===== src/rtl/sop_sweep_ctrl.sv =====
// sop_sweep_ctrl: clocked self-check wrapper around a combinational SoP bank.
// Steps the bank through every minterm (0 .. 2^NIN-1) and captures each
// function output into a per-function minterm mask. The masks are then compared
// against exp_mask, and the sequence finishes with a one-cycle done pulse.
//
// Ports:
//   clk, rst_n  rising-edge clock, asynchronous active-low reset
//   start       begin sweep (honoured only in IDLE)
//   step        (SOP_SWEEP_STEP_EN only) level gate to leave DRIVE
//   abort       synchronous cancel back to IDLE, no done pulse
//   drive       minterm index applied to the bank (MSB = x)
//   f_in        bank outputs, bit f = function f
//   exp_mask    expected masks, [f*2^NIN +: 2^NIN] per function
//   mask_out    captured masks, same layout as exp_mask
//   mismatch    per-function compare fail, valid from the done cycle on
//   busy        sweep in progress
//   done        one-cycle completion pulse
//   pass        no mismatches; held until the next start
//
// Optional feature macro: SOP_SWEEP_STEP_EN (adds the step input).

// One function lane: captures a function's minterm mask and reports whether
// it differs from the expected mask.
module sop_sweep_lane #(
  parameter int NIN = 3
) (
  input  logic               clk,
  input  logic               rst_n,
  input  logic               clr,
  input  logic               cap,
  input  logic [NIN-1:0]     idx,
  input  logic               f,
  input  logic [(1<<NIN)-1:0] exp_bits,
  output logic [(1<<NIN)-1:0] mask,
  output logic               diff
);
  always_ff @(posedge clk or negedge rst_n) begin
    if (!rst_n)   mask      <= '0;
    else if (clr) mask      <= '0;
    else if (cap) mask[idx] <= f;
  end

  // An X/Z sample propagates into diff on purpose, so it cannot read as a pass.
  assign diff = |(mask ^ exp_bits);
endmodule

module sop_sweep_ctrl #(
  parameter int NIN    = 3,
  parameter int NFUNC  = 5,
  parameter int SETTLE = 1
) (
  input  logic                        clk,
  input  logic                        rst_n,
  input  logic                        start,
`ifdef SOP_SWEEP_STEP_EN
  input  logic                        step,
`endif
  input  logic                        abort,
  output logic [NIN-1:0]              drive,
  input  logic [NFUNC-1:0]            f_in,
  input  logic [NFUNC*(1<<NIN)-1:0]   exp_mask,
  output logic [NFUNC*(1<<NIN)-1:0]   mask_out,
  output logic [NFUNC-1:0]            mismatch,
  output logic                        busy,
  output logic                        done,
  output logic                        pass
);
  localparam int M  = 1 << NIN;
  localparam int CW = (SETTLE > 1) ? $clog2(SETTLE) : 1;
  localparam logic [CW-1:0]  CNT_LAST = CW'((SETTLE > 0) ? SETTLE - 1 : 0);
  localparam logic [NIN-1:0] LAST_MT  = NIN'(M - 1);

  // Without a settle count or step gate, DRIVE would take zero cycles. In that
  // case the FSM bypasses DRIVE, so each minterm costs exactly one cycle.
`ifdef SOP_SWEEP_STEP_EN
  localparam bit SKIP_DRIVE = 1'b0;
  wire go = step;
`else
  localparam bit SKIP_DRIVE = (SETTLE == 0);
  wire go = 1'b1;
`endif

  typedef enum logic [1:0] {IDLE, DRIVE, SAMPLE, CHECK} state_t;
  state_t state, nstate;

  logic [CW-1:0]    cnt;
  logic [NFUNC-1:0] diff;
  logic             accept, cap, chk, abrt, cnt_inc, cnt_clr;

  wire settled = (SETTLE == 0) || (cnt == CNT_LAST);
  wire last    = (drive == LAST_MT);
  localparam state_t AFTER_MT = SKIP_DRIVE ? SAMPLE : DRIVE;

  always_ff @(posedge clk or negedge rst_n) begin
    if (!rst_n) state <= IDLE;
    else        state <= nstate;
  end

  always_comb begin
    nstate  = state;
    accept  = 1'b0;
    cap     = 1'b0;
    chk     = 1'b0;
    abrt    = 1'b0;
    cnt_inc = 1'b0;
    cnt_clr = 1'b0;
    case (state)
      IDLE: if (start && !abort) begin
        accept = 1'b1;
        nstate = AFTER_MT;
      end
      DRIVE: begin
        if (!settled) cnt_inc = 1'b1;
        else if (go) begin
          cnt_clr = 1'b1;
          nstate  = SAMPLE;
        end
      end
      SAMPLE: begin
        cap    = 1'b1;
        nstate = last ? CHECK : AFTER_MT;
      end
      CHECK: begin
        chk    = 1'b1;
        nstate = IDLE;
      end
      default: nstate = IDLE;
    endcase
    // abort overrides whatever the active state wanted to do this cycle
    if (state != IDLE && abort) begin
      nstate  = IDLE;
      abrt    = 1'b1;
      cap     = 1'b0;
      chk     = 1'b0;
      cnt_inc = 1'b0;
      cnt_clr = 1'b0;
    end
  end

  always_ff @(posedge clk or negedge rst_n) begin
    if (!rst_n) begin
      drive    <= '0;
      cnt      <= '0;
      mismatch <= '0;
      busy     <= 1'b0;
      done     <= 1'b0;
      pass     <= 1'b0;
    end else begin
      done <= chk;
      if (abrt) begin
        drive <= '0;
        cnt   <= '0;
        busy  <= 1'b0;
        pass  <= 1'b0;
      end else begin
        if (accept) begin
          drive    <= '0;
          cnt      <= '0;
          mismatch <= '0;
          pass     <= 1'b0;
          busy     <= 1'b1;
        end
        if (cnt_inc) cnt <= cnt + CW'(1);
        if (cnt_clr) cnt <= '0;
        // no wrap: the last minterm leaves drive in place for CHECK
        if (cap && !last) drive <= drive + NIN'(1);
        if (chk) begin
          mismatch <= diff;
          pass     <= ~|diff;
          busy     <= 1'b0;
        end
      end
    end
  end

  for (genvar f = 0; f < NFUNC; f++) begin : g_lane
    sop_sweep_lane #(.NIN(NIN)) u_lane (
      .clk      (clk),
      .rst_n    (rst_n),
      .clr      (accept),
      .cap      (cap),
      .idx      (drive),
      .f        (f_in[f]),
      .exp_bits (exp_mask[f*M +: M]),
      .mask     (mask_out[f*M +: M]),
      .diff     (diff[f])
    );
  end
endmodule


===== config.mk =====
export PLATFORM = sky130hd
export DESIGN_NAME = sop_sweep_ctrl
export DESIGN_NICKNAME = d
export VERILOG_FILES = /design/src/rtl/sop_sweep_ctrl.sv
export SDC_FILE = /design/constraint.sdc
export NUM_CORES = 1
export LEC_CHECK = 0
export CAP_MARGIN = 20
export CORE_ASPECT_RATIO = 0.8
export CORE_UTILIZATION = 40
export CTS_CLUSTER_DIAMETER = 200
export DETAILED_ROUTE_END_ITERATION = 7
export DONT_BUFFER_PORTS = 1
export PLACE_DENSITY = 0.65
export SYNTH_ARGS = -nofsm -noshare
export SYNTH_HDL_FRONTEND = slang
export SYNTH_HIERARCHICAL = 1
export SYNTH_SLANG_ARGS = --single-unit
export TNS_END_PERCENT = 30

===== constraint.sdc =====
create_clock -name clk -period 7.7 [get_ports clk]
set_input_delay 1.54 -clock clk [delete_from_list [all_inputs] [get_ports clk]]
set_output_delay 1.54 -clock clk [all_outputs]
set_load 0.05 [all_outputs]

Word level (Yosys, flattened, before mapping)
Index checks and enable logic that the tools add are counted.
{"block": "totals", "mem_bits_ro": 0, "latch_bits": 0, "mem_count": 0, "reg_bits": 54, "input_bits": 49, "ram_bits": 0, "output_inout_bits": 51}
{"block": "classes", "shifts": 0, "bitwise": 6, "n_eq_ne": 6, "multipliers": 0, "div_mod_pow": 0, "n_mux": 49, "addsub": 2, "reduce_logical": 22, "magnitude_cmp": 2}
{"op": "two-way mux 8 bit", "n": 10}
{"op": "bitwise mux 8 bit", "n": 5}
{"op": "OR reduction 40 bit", "n": 1}
{"op": "OR reduction 8 bit", "n": 5}
{"op": "bitwise XOR 8 bit", "n": 5}
{"op": "two-way mux 1 bit", "n": 23}
{"op": "two-way mux 5 bit", "n": 2}
{"op": "two-way mux 3 bit", "n": 3}
{"op": "two-way mux 2 bit", "n": 4}
{"op": "one-hot mux 2 bit (4 select lines)", "n": 1}
{"op": "!= test 3 bit (second input constant)", "n": 2}
{"op": "nonzero test 2 bit", "n": 3}
{"op": "nonzero test 3 bit", "n": 2}
{"op": "== test 2 bit (second input constant)", "n": 2}
{"op": "logical AND 1 bit", "n": 4}
{"op": "less-than comparator 3 x 4 -> 1 bit (second input constant)", "n": 1}
{"op": "AND reduction 2 bit", "n": 2}
{"op": "nonzero test 4 bit", "n": 1}
{"op": "adder 3 x 1 -> 3 bit (second input constant)", "n": 1}
{"op": "demux 1 bit (select 3 bit)", "n": 1}
{"op": "== test 3 bit (second input constant)", "n": 1}
{"op": "greater-or-equal comparator 3 x 1 -> 1 bit (second input constant)", "n": 1}
{"op": "logical NOT 1 bit", "n": 3}
{"op": "== test 2 x 1 -> 1 bit (second input constant)", "n": 1}
{"op": "other kinds (3)", "n": 3}

Logic depth before layout (Yosys ltp)
{"block": "depth", "word_depth": 8, "mapped_depth": 6, "mapped_depth_nobuf": 6}

By module
Netlist, hierarchy kept.
{"mod": "sop_sweep_lane", "area_per_inst_um2": 490.5, "instances": 5, "cells_per_inst": 45, "seq_area_each_um2": 200.2}
{"mod": "sop_sweep_ctrl", "area_per_inst_um2": 613.1, "instances": 1, "cells_per_inst": 53, "seq_area_each_um2": 350.3}

Worst setup path after synthesis
OpenSTA, ideal clock, no wires.
{"block": "synth_timing", "path_type": "input port to flip-flop", "startpoint": "input abort", "endpoint": "register g_lane[0].u_lane.mask[0]", "cell_stages": 4, "setup_slack_ns": 3.569, "required_ns": 7.572, "arrival_ns": 4.002, "setup_time_ns": 0.128, "cell_sequence": "nor3b_1 nor4b_2 mux2i_1 nor2_1"}
{"block": "synth_via", "elab_chain_cells": 5, "word_cells_on_any_way": 8, "cone_classes": "mux (4); reduce/logical (4)"}
{"element": "start, declared", "line": "58", "source": "input logic abort,"}
{"element": "logical NOT 1 bit", "line": "108", "source": "IDLE: if (start && !abort) begin"}
{"element": "logical AND 1 bit", "line": "108"}
{"element": "two-way mux 1 bit", "line": "108"}
{"element": "two-way mux 1 bit", "line": "107", "source": "case (state)"}
{"element": "two-way mux 8 bit / nonzero test 2 bit (equally long branches)"}
{"element": "end signal, assigned", "line": "38", "source": "if (!rst_n) mask <= '0;"}
{"element": "end signal, assigned", "line": "39", "source": "else if (clr) mask <= '0;"}
{"element": "end signal, assigned by index", "line": "40", "source": "else if (cap) mask[idx] <= f;"}
{"element": "end, declared", "line": "34", "source": "output logic [(1<<NIN)-1:0] mask,"}
Several ways; a longest one is shown, not always the timed one.
A chain may end at the register's enable or synchronous reset.

Worst setup path after layout
{"block": "layout_timing", "startpoint": "register drive[1]", "endpoint": "output drive[1]"}
{"element": "start, declared", "line": "59", "source": "output logic [NIN-1:0] drive,"}
{"element": "start signal, assigned", "line": "166", "source": "if (cap && !last) drive <= drive + NIN'(1);"}
No word-level cell between the ends.

==> results_dict.tcl <==
set metrics [dict create \
    status "finished, final reports clean" \
    vias 2167 \
    fillers 707 \
    powerDensity_mw_per_mm2 169.2 \
    grt_overflow 0 \
    cts.reportedPaths.clkPinSlew_ns 0.10 \
    die_h_um 80.30 \
    synth_warnings 6 \
    finalCritPeriodShare_pct 37.46 \
    synthCells 278 \
    synth_ff_type "dfrtp_1" \
    tns_ns 0 \
    core-area_mm2 0.007392 \
    port_buffers 0 \
    drc 0 \
    ys_seq_elements 54 \
    cap_violations 0 \
    drt-total-wl_um 6983 \
    synthArstFlopShare_pct 100.0 \
    drt_iter0_markers 76 \
    period_minus_slack_ns 2.884 \
    nets 327 \
    slew_violations 0 \
    yosysSeqAreaShare_pct 44.08 \
    grt_pass1_vias 2228 \
    yosys-top-cells-count "dfrtp_1, nor2_1, mux2i_1, xor2_1, nand4b_1" \
    timing.slew.headroom_pct 34.09 \
    clock_sinks 54 \
    cts_max_path_buffers 2 \
    num_rows 28 \
    area_delta_synth_final_pct 7.102 \
    synth_top_cell_by_area "dfrtp_1" \
    worst_slew_pin_slew_ns 0.9887 \
    place.gp.congestion 0.7322 \
    grt_pass1_wl_um 11290 \
    hp-class "flop to flop" \
    ant_nets 0 \
    vdd_drop_max_mv 0.07318 \
    critical_path_class "flop to primary output" \
    antenna_cells 0 \
    cts-root-buf "clkbuf_8" \
    post_cts_buffers 0 \
    post-dp-hpwl_um 4333 \
    ff_latch_area_mm2 0.001355 \
    finalHoldViolations 0 \
    synth.most_common_cell "dfrtp_1" \
    cts_buffers 5 \
    postSynthAreaPerCell_um2 11.03 \
    yosysTopAreaCellShare_pct 44.08 \
    io_pins 100 \
    fp.dieArea_mm2 0.008020 \
    htree_levels 2 \
    viasPerCell 5.673 \
    grt_max_degree 55 \
    holdWs_ns 0.5334 \
    wl_per_cell_um 18.28 \
    yosysUniqueCellTypes 30 \
    endpoint_kind "primary output" \
    syn_area_mm2 0.003065 \
    multiInputGateArea_mm2 0.001652 \
    synth_nets 329 \
    crit_fanout 43 \
    clock_latency_ns 0.31 \
    dr.pass1.iters 5 \
    initial_utilization_pct 41.47 \
    antenna_found_initial 0 \
    start_kind "flop" \
    cp.arrival_ns 1.34 \
    ctsResizeCount 0 \
    chipWidth_um 99.88 \
    postCtsHoldBufs 0 \
    track_usage_pct 18.22 \
    finalClockSkew_ns 0.007869 \
    rsz0062_at_grt "no" \
    drive_above_1_share_pct 9.747 \
    cp_data_required_time_ns 6.16 \
    setup_viol 0 \
    fmax_mhz 346.7 \
    tritoncts "done" \
    p_leak_nw 1.587 \
    synth_edf_count 0 \
    synthTopCellsByArea "dfrtp_1, mux2i_1, xor2_1, nor2_1, nand4b_1" \
]
==> final cells by class <==
cell class / count / share of cell area (%)
Clock buffer: 6 / 2.210
Clock inverter: 2 / 1.143
Inverter: 4 / 0.6098
Multi-Input combinational cell: 209 / 50.30
Sequential cell: 54 / 41.27
Tap cell: 105 / 4.002
Timing Repair Buffer: 2 / 0.4573
==> layer usage <==
metal | GRT usage, % | routed length, um | share of wire [%] | up-vias
li1 | - | - | - | 999
met5 | 0 | 0 | 0 | -
met3 | 5.570 | 543 | 7.8 | 5
met4 | 4.559 | 39 | 0.56 | 0
met1 | 24.40 | 3341 | 48 | 1068
met2 | 28.69 | 3058 | 44 | 95
==> cell families (layout without fill, tap and decap cells) <==
family,after synthesis,after routing,synth area share [%]
AO/OA/AOI/OAI,13,13,2.979
XOR/XNOR,40,40,11.43
adder cells (fa/ha/maj),2,2,0.8162
buffers and inverters,15,14,2.204
flip-flops,54,54,44.08
multiplexers,40,40,13.06
AND/OR/NAND/NOR,114,114,25.43
==> cells in the final DEF (no fill, tap or decap), drive strengths merged <==
| cell type | instances |
|---|---|
| a2bb2oi | 1 |
| a22o | 5 |
| and2b | 1 |
| clkbuf | 6 |
| nor4 | 11 |
| nor4b | 5 |
| nand4 | 6 |
| or4b | 2 |
| clkinv | 2 |
| dfrtp | 54 |
| bufinv | 1 |
| nand4b | 15 |
| o21ai | 3 |
| mux2i | 40 |
| clkinvlp | 1 |
| and4bb | 15 |
| ha | 2 |
| o22ai | 3 |
| nand2 | 11 |
| nor3b | 2 |
| xor2 | 40 |
| a21oi | 1 |
| nor2 | 43 |
| buf | 2 |
| inv | 2 |
| nand3b | 2 |
| nand2b | 1 |
==> state kept, by name (all words and copies together), names as in the netlist <==
register            flops
cnt                     1
busy                    1
drive                   3
mismatch                5
g_lane.u_lane/mask     40
state                   2
done                    1
pass                    1
==> power breakdown <==
group | internal (mW) | leakage, nW | switching (mW) | total [mW]
clock | 0.0973 | 0.0514 | 0.0978 | 0.195
combinational | 0.0171 | 0.792 | 0.0168 | 0.0339
sequential | 0.289 | 0.744 | 0.0373 | 0.327
total | 0.404 | 1.59 | 0.152 | 0.556
==> final timing paths <==
check	endpoint	slack [ns]	from	cells past startpoint
hold / removal	state[0]$_DFFE_PN0P_	0.53	cnt$_DFFE_PN0P_	2
hold reg to reg	state[0]$_DFFE_PN0P_	0.53	cnt$_DFFE_PN0P_	2
min in group asynchronous	g_lane[0].u_lane/mask[0]$_DFFE_PN0P_	0.91	rst_n	0
max in group asynchronous	drive[1]$_DFFE_PN0P_	6.67	rst_n	0
setup / recovery	drive[1]	4.82	drive[1]$_DFFE_PN0P_	0
setup reg to reg	drive[0]$_DFFE_PN0P_	5.33	drive[0]$_DFFE_PN0P_	5
==> metrics by stage <==
step | std cells | setup slack [ns] | area, um2 | utilization [%] | total power, mW
floorplan | 278 | 3.569 | 3065 | - | 0.3581
global placement | 374 | 4.875 | 3173 | 42.92 | 0.3657
detailed placement | 374 | 4.810 | 3173 | 42.92 | 0.3666
CTS | 382 | 4.786 | 3283 | 44.41 | 0.5641
global route | 382 | 4.744 | 3283 | 44.41 | 0.5794
finish | 382 | 4.816 | 3283 | 44.41 | 0.5556
Note: power is estimated with default switching activity, not from simulation.
